## config.mk

```make
export PLATFORM = sky130hd
export DESIGN_NAME = rvx_dma_copy
export DESIGN_NICKNAME = d
export VERILOG_FILES = /design/src/rtl/rvx_dma_copy.sv
export SDC_FILE = /design/constraint.sdc
export NUM_CORES = 1
export LEC_CHECK = 0
export CAP_MARGIN = 20
export CORE_UTILIZATION = 52
export DETAILED_ROUTE_END_ITERATION = 7
export PLACE_DENSITY = 0.83
export SLEW_MARGIN = 20
export SYNTH_ARGS = -nofsm -noshare
export SYNTH_HDL_FRONTEND = slang
export SYNTH_SLANG_ARGS = --single-unit
```

## constraint.sdc

```tcl
create_clock -name clock -period 9.5 [get_ports clock]
set_clock_uncertainty 0.2 [all_clocks]
set_input_delay 1.9 -clock clock [delete_from_list [all_inputs] [get_ports clock]]
set_output_delay 1.9 -clock clock [all_outputs]
set_load 0.05 [all_outputs]
```

## src/rtl/rvx_dma_copy.sv

```systemverilog
// rtl/rvx_dma_copy.sv - word-at-a-time copy/fill initiator for the RVX memory bus
// One bus transaction outstanding at a time; all bus and status outputs are registered.
module rvx_dma_copy #(
  parameter int LENGTH_WIDTH = 16
) (
  input  logic                    clock,
  input  logic                    reset,
  input  logic                    start,
  input  logic                    fill_mode,
  input  logic [31:0]             src_address,
  input  logic [31:0]             dst_address,
  input  logic [LENGTH_WIDTH-1:0] length,
  input  logic [31:0]             fill_pattern,
  input  logic                    abort,
  output logic                    busy,
  output logic                    done,
  output logic                    aborted,
  output logic [LENGTH_WIDTH-1:0] words_done,
  output logic [31:0]             rw_address,
  input  logic [31:0]             read_data,
  output logic                    read_request,
  input  logic                    read_response,
  output logic [31:0]             write_data,
  output logic [3:0]              write_strobe,
  output logic                    write_request,
  input  logic                    write_response
);

  typedef enum logic [2:0] {
    IDLE,
    READ_REQ,
    READ_WAIT,
    WRITE_REQ,
    WRITE_WAIT,
    DONE
  } state_t;

  state_t                  state_q;
  logic [29:0]             src_ptr_q;
  logic [29:0]             dst_ptr_q;
  logic [LENGTH_WIDTH-1:0] remaining_q;
  logic [LENGTH_WIDTH-1:0] words_done_q;
  logic                    fill_q;
  logic [31:0]             fill_pattern_q;
  logic                    abort_pend_q;
  logic                    busy_q;
  logic                    done_q;
  logic                    aborted_q;
  logic                    read_request_q;
  logic                    write_request_q;
  logic [31:0]             rw_address_q;
  logic [31:0]             write_data_q;
  logic [3:0]              write_strobe_q;

  logic [29:0]             src_ptr_d;
  logic [29:0]             dst_ptr_d;
  logic                    finish_d;
  logic                    unused_addr_bits;

  assign src_ptr_d = src_ptr_q + 30'd1;
  assign dst_ptr_d = dst_ptr_q + 30'd1;
  // The word finishing in WRITE_WAIT is the last one, or an abort was seen while busy.
  assign finish_d  = (remaining_q == LENGTH_WIDTH'(1)) || abort_pend_q || abort;
  assign unused_addr_bits = ^{src_address[1:0], dst_address[1:0]};

  always_ff @(posedge clock or posedge reset) begin
    if (reset) begin
      state_q         <= IDLE;
      src_ptr_q       <= '0;
      dst_ptr_q       <= '0;
      remaining_q     <= '0;
      words_done_q    <= '0;
      fill_q          <= 1'b0;
      fill_pattern_q  <= '0;
      abort_pend_q    <= 1'b0;
      busy_q          <= 1'b0;
      done_q          <= 1'b0;
      aborted_q       <= 1'b0;
      read_request_q  <= 1'b0;
      write_request_q <= 1'b0;
      rw_address_q    <= '0;
      write_data_q    <= '0;
      write_strobe_q  <= 4'h0;
    end else begin
      read_request_q  <= 1'b0;
      write_request_q <= 1'b0;
      if (busy_q && abort) begin
        abort_pend_q <= 1'b1;
      end

      case (state_q)
        IDLE: begin
          if (start) begin
            src_ptr_q      <= src_address[31:2];
            dst_ptr_q      <= dst_address[31:2];
            remaining_q    <= length;
            fill_q         <= fill_mode;
            fill_pattern_q <= fill_pattern;
            words_done_q   <= '0;
            aborted_q      <= 1'b0;
            abort_pend_q   <= 1'b0;
            busy_q         <= 1'b1;
            if (length == '0) begin
              // done stays low here so the pulse lands one cycle later
              state_q <= DONE;
            end else if (fill_mode) begin
              state_q         <= WRITE_REQ;
              write_request_q <= 1'b1;
              rw_address_q    <= {dst_address[31:2], 2'b00};
              write_data_q    <= fill_pattern;
              write_strobe_q  <= 4'hF;
            end else begin
              state_q        <= READ_REQ;
              read_request_q <= 1'b1;
              rw_address_q   <= {src_address[31:2], 2'b00};
            end
          end
        end

        READ_REQ: begin
          state_q <= READ_WAIT;
        end

        READ_WAIT: begin
          if (read_response) begin
            state_q         <= WRITE_REQ;
            write_request_q <= 1'b1;
            rw_address_q    <= {dst_ptr_q, 2'b00};
            write_data_q    <= read_data;
            write_strobe_q  <= 4'hF;
          end
        end

        WRITE_REQ: begin
          state_q <= WRITE_WAIT;
        end

        WRITE_WAIT: begin
          if (write_response) begin
            words_done_q <= words_done_q + LENGTH_WIDTH'(1);
            remaining_q  <= remaining_q - LENGTH_WIDTH'(1);
            src_ptr_q    <= src_ptr_d;
            dst_ptr_q    <= dst_ptr_d;
            if (finish_d) begin
              state_q        <= DONE;
              done_q         <= 1'b1;
              aborted_q      <= abort_pend_q || abort;
              rw_address_q   <= '0;
              write_data_q   <= '0;
              write_strobe_q <= 4'h0;
            end else if (fill_q) begin
              state_q         <= WRITE_REQ;
              write_request_q <= 1'b1;
              rw_address_q    <= {dst_ptr_d, 2'b00};
              write_data_q    <= fill_pattern_q;
              write_strobe_q  <= 4'hF;
            end else begin
              state_q        <= READ_REQ;
              read_request_q <= 1'b1;
              rw_address_q   <= {src_ptr_d, 2'b00};
              write_data_q   <= '0;
              write_strobe_q <= 4'h0;
            end
          end
        end

        DONE: begin
          if (done_q) begin
            done_q  <= 1'b0;
            busy_q  <= 1'b0;
            state_q <= IDLE;
          end else begin
            done_q <= 1'b1;
          end
        end

        default: begin
          state_q <= IDLE;
        end
      endcase
    end
  end

  assign busy          = busy_q;
  assign done          = done_q;
  assign aborted       = aborted_q;
  assign words_done    = words_done_q;
  assign rw_address    = rw_address_q;
  assign read_request  = read_request_q;
  assign write_data    = write_data_q;
  assign write_strobe  = write_strobe_q;
  assign write_request = write_request_q;

endmodule

```

==> impl_metrics.yaml <==
global_routing:
  grt.overflow.total: 0
  grt_pass1_wl_um: 54100
  gr-usage-all-layers_pct: 30.9
  grt_pass1_vias: 10500
  antenna_found_initial: 0
  grt_max_degree: 119
worst_setup_path:
  worstSetupStartpointType: "primary input"
  path_cells: "clkdlybuf4s50_1 -> mux2i_1 -> nand2b_2 -> buf_4 -> nor2_4 -> buf_4 -> mux2_2"
  timing.critical_path.to: "fill_pattern_q[17]"
  rr_worst_depth: 7
  r2r-end: "rw_address[16]"
  cp.arrival_ps: 4560
  crit_path_frequent_cell: "buf_4"
  critical_path_class: "primary input to flip-flop"
  critPathCaptureType: "flip-flop"
  worstSetupStartpoint: "write_response"
  path_max_fanout: 82
  regToRegSetupSlack_ps: 5800
  worst_path_max_delay_cell: "clkdlybuf4s50_1"
  critPathMaxStageDelay_ps: 600
  rr_startpoint: "state_q[2]"
  required_ps: 9620
clocking:
  cts_sinks: 197
  cts_max_level: 4
  tritoncts: "built"
  insertion_delay_ps: 430
  root_buffer: "clkbuf_16"
  clk_pin_slew_worst_paths_ps: 80
  cts_hold_buf: 0
  cts_resized: 0
  cts_buffers: 17
  post_cts_buffers: 0
  cts.path.max_buffers: 2
yosys:
  synthCells: 1273
  syn-cell-area_um2: 11400
  avgSynthCellArea_um2: 8.94
  ys_seq_elements: 197
  synth_ff_type: "dfrtp_1"
  synth-seq-area-share_pct: 43.3
  async_reset_ff_share_pct: 100
  ys_types: 61
  ys.warnings.count: 0
  synth_edf_count: 0
route:
  drt-wirelength-per-cell_um: 20.1
  dr.first_iter.drc_count: 1171
  drcViolationCount: 0
  drtPass1Iterations: 8
  drt_wl_total_um: 34500
  vias: 11000
  via_per_inst: 6.41
  ant_nets: 0
timing:
  hold_violations: 0
  tns_ps: 0
  period_share_pct: 46.7
  slew_violations: 0
  setup_viol: 0
  slew_headroom_pct: 27.3
  fin_crit_ps: 4440
  tightest_slew_ps: 1090
  rsz0062_at_grt: "no"
  timing.fmax_ghz: 0.225
final_layout:
  antenna_cells: 0
  nNetsFinal: 1586
  drive_above_1_share_pct: 8.59
  syn2layout_area_growth_pct: 25.5
outcome:
  status: "complete, no violations"
power:
  ir_drop_v: 0.000208
  leakagePower_uw: 0.00556
  power_uw: 4820
  p_per_area_nw_per_um2: 337
place:
  io_buffers: 233
  dp.final_hpwl_um: 22800
  place.gp.congestion: 0.860
worst_hold_path:
  min_from: "rw_address[4]"
  hold_class: "flip-flop to flip-flop"
floorplanning:
  num_rows: 53
  die_area_um2: 22500
  die_x_um: 150
  die_h_um: 150
  floorplan.initialDensity_pct: 53.6
  ios: 240
  core_um2: 21200
run:
  maxCapViolCount: 0
==> worst max-delay path, delay by kind of cell <==
kind	cells	cell delay [ps]
buffers and inverters	3	1520
and+or+nand+nor	2	450
muxes	2	600
==> layout make-up <==
| cell class | count | area, um^2 |
|---|---|---|
| Tap cell | 275 | 344 |
| Fill cell | 1714 | 6940 |
| Inverter | 14 | 60.1 |
| Clock buffer | 20 | 447 |
| Sequential cell | 197 | 4930 |
| Clock inverter | 12 | 93.8 |
| Timing Repair Buffer | 246 | 2430 |
| Multi-Input combinational cell | 954 | 5980 |
==> cells by family after synthesis <==
| family | count (synthesis) | share of synthesized area (%) |
|---|---|---|
| AO/OA/AOI/OAI | 383 | 21.7 |
| XOR/XNOR | 64 | 4.92 |
| adder cells (fa/ha/maj) | 5 | 0.550 |
| buffers and inverters | 123 | 4.68 |
| flip-flops | 197 | 43.3 |
| multiplexers | 79 | 7.59 |
| other | 1 | 0.0329 |
| AND/OR/NAND/NOR | 421 | 17.2 |
==> power by group <==
group	switching (uW)	internal, uW
clock	343	348
combinational	1570	939
sequential	391	1230
==> cells in the mapped netlist, types with 3 or more instances <==
library cell	instances	area share, %
dfrtp_1	197	43
nor2_1	151	5.0
a21oi_1	121	5.3
nand2_1	105	3.5
o21ai_0	82	3.6
clkbuf_1	79	2.6
mux2_2	59	5.8
nand3_1	40	1.8
a222oi_1	39	3.4
xnor2_1	34	2.6
xor2_1	30	2.3
o22ai_1	28	1.5
and3_1	23	1.3
nor3_1	21	0.92
mux2i_1	20	1.8
nand4_1	20	1.1
a221oi_1	17	1.3
a31oi_1	17	0.93
nor4_1	17	0.93
inv_1	13	0.43
a22oi_1	12	0.79
o21ai_1	11	0.48
and4_1	10	0.77
buf_1	10	0.33
buf_2	9	0.40
o22a_1	8	0.62
a21o_1	6	0.40
buf_4	6	0.40
or4_1	6	0.40
a22o_1	5	0.38
a2bb2oi_1	5	0.38
buf_6	5	0.49
ha_1	5	0.55
or2_2	5	0.27
a211oi_1	4	0.26
a221o_1	4	0.35
and2_1	4	0.22
nand2b_1	4	0.22
o211ai_1	4	0.26
o31ai_1	4	0.26
or3_1	4	0.22
nor2b_1	3	0.16
o221ai_1	3	0.23
==> state kept, by name (all words and copies together) (netlist names), 3 cells and up <==
| register | flops |
|---|---|
| remaining_q | 16 |
| rw_address | 30 |
| src_ptr_q | 30 |
| fill_pattern_q | 32 |
| state_q | 3 |
| dst_ptr_q | 30 |
| words_done | 16 |
| write_data | 32 |
==> stage by stage <==
| step | setup slack [ps] | hold slack [ps] | utilization [%] | instance area, um^2 | std cells |
|---|---|---|---|---|---|
| global placement | 4700 | 269 | 64.7 | 13700 | 1686 |
| floorplan | 2030 | 251 | - | 11400 | 1274 |
| global route | 4930 | 325 | 67.3 | 14300 | 1718 |
| detailed placement | 4680 | 278 | 64.7 | 13700 | 1686 |
| CTS | 5110 | 294 | 67.3 | 14300 | 1718 |
| finish | 5060 | 291 | 67.3 | 14300 | 1718 |
==> metal layers <==
layer	GRT usage, %	wire [um]	share of wire (%)	vias up
met5	0	0	0	-
met4	16.2	1600	4.6	0
met3	6.01	3060	8.9	107
met2	47.7	15900	46	569
met1	41.0	13900	40	5303
li1	-	-	-	5030
==> worst min-delay path by stage <==
stage / to / slack [ps] / cells after the start
after floorplan: remaining_q[12] / 250 / 2
after global placement: rw_address[8] / 270 / 2
after detailed placement: rw_address[16] / 280 / 2
after CTS: rw_address[16] / 290 / 2
after global routing: rw_address[7] / 320 / 2
final: rw_address[4] / 290 / 2
==> cell usage in the layout, fill, tap and decap left out, types with 10 or more instances in the layout <==
cell type	n
a21oi_1	121
a221oi_1	17
a222oi_1	39
a22oi_1	12
a31oi_1	17
and3_1	23
and4_1	10
buf_4	12
clkbuf_16	17
clkdlybuf4s50_1	232
dfrtp_1	197
inv_1	12
mux2_2	59
mux2i_1	20
nand2_1	104
nand3_1	40
nand4_1	20
nor2_1	147
nor3_1	20
nor4_1	16
o21ai_0	82
o21ai_1	11
o22ai_1	28
xnor2_1	34
xor2_1	30
(Power assumes the default switching activity.)
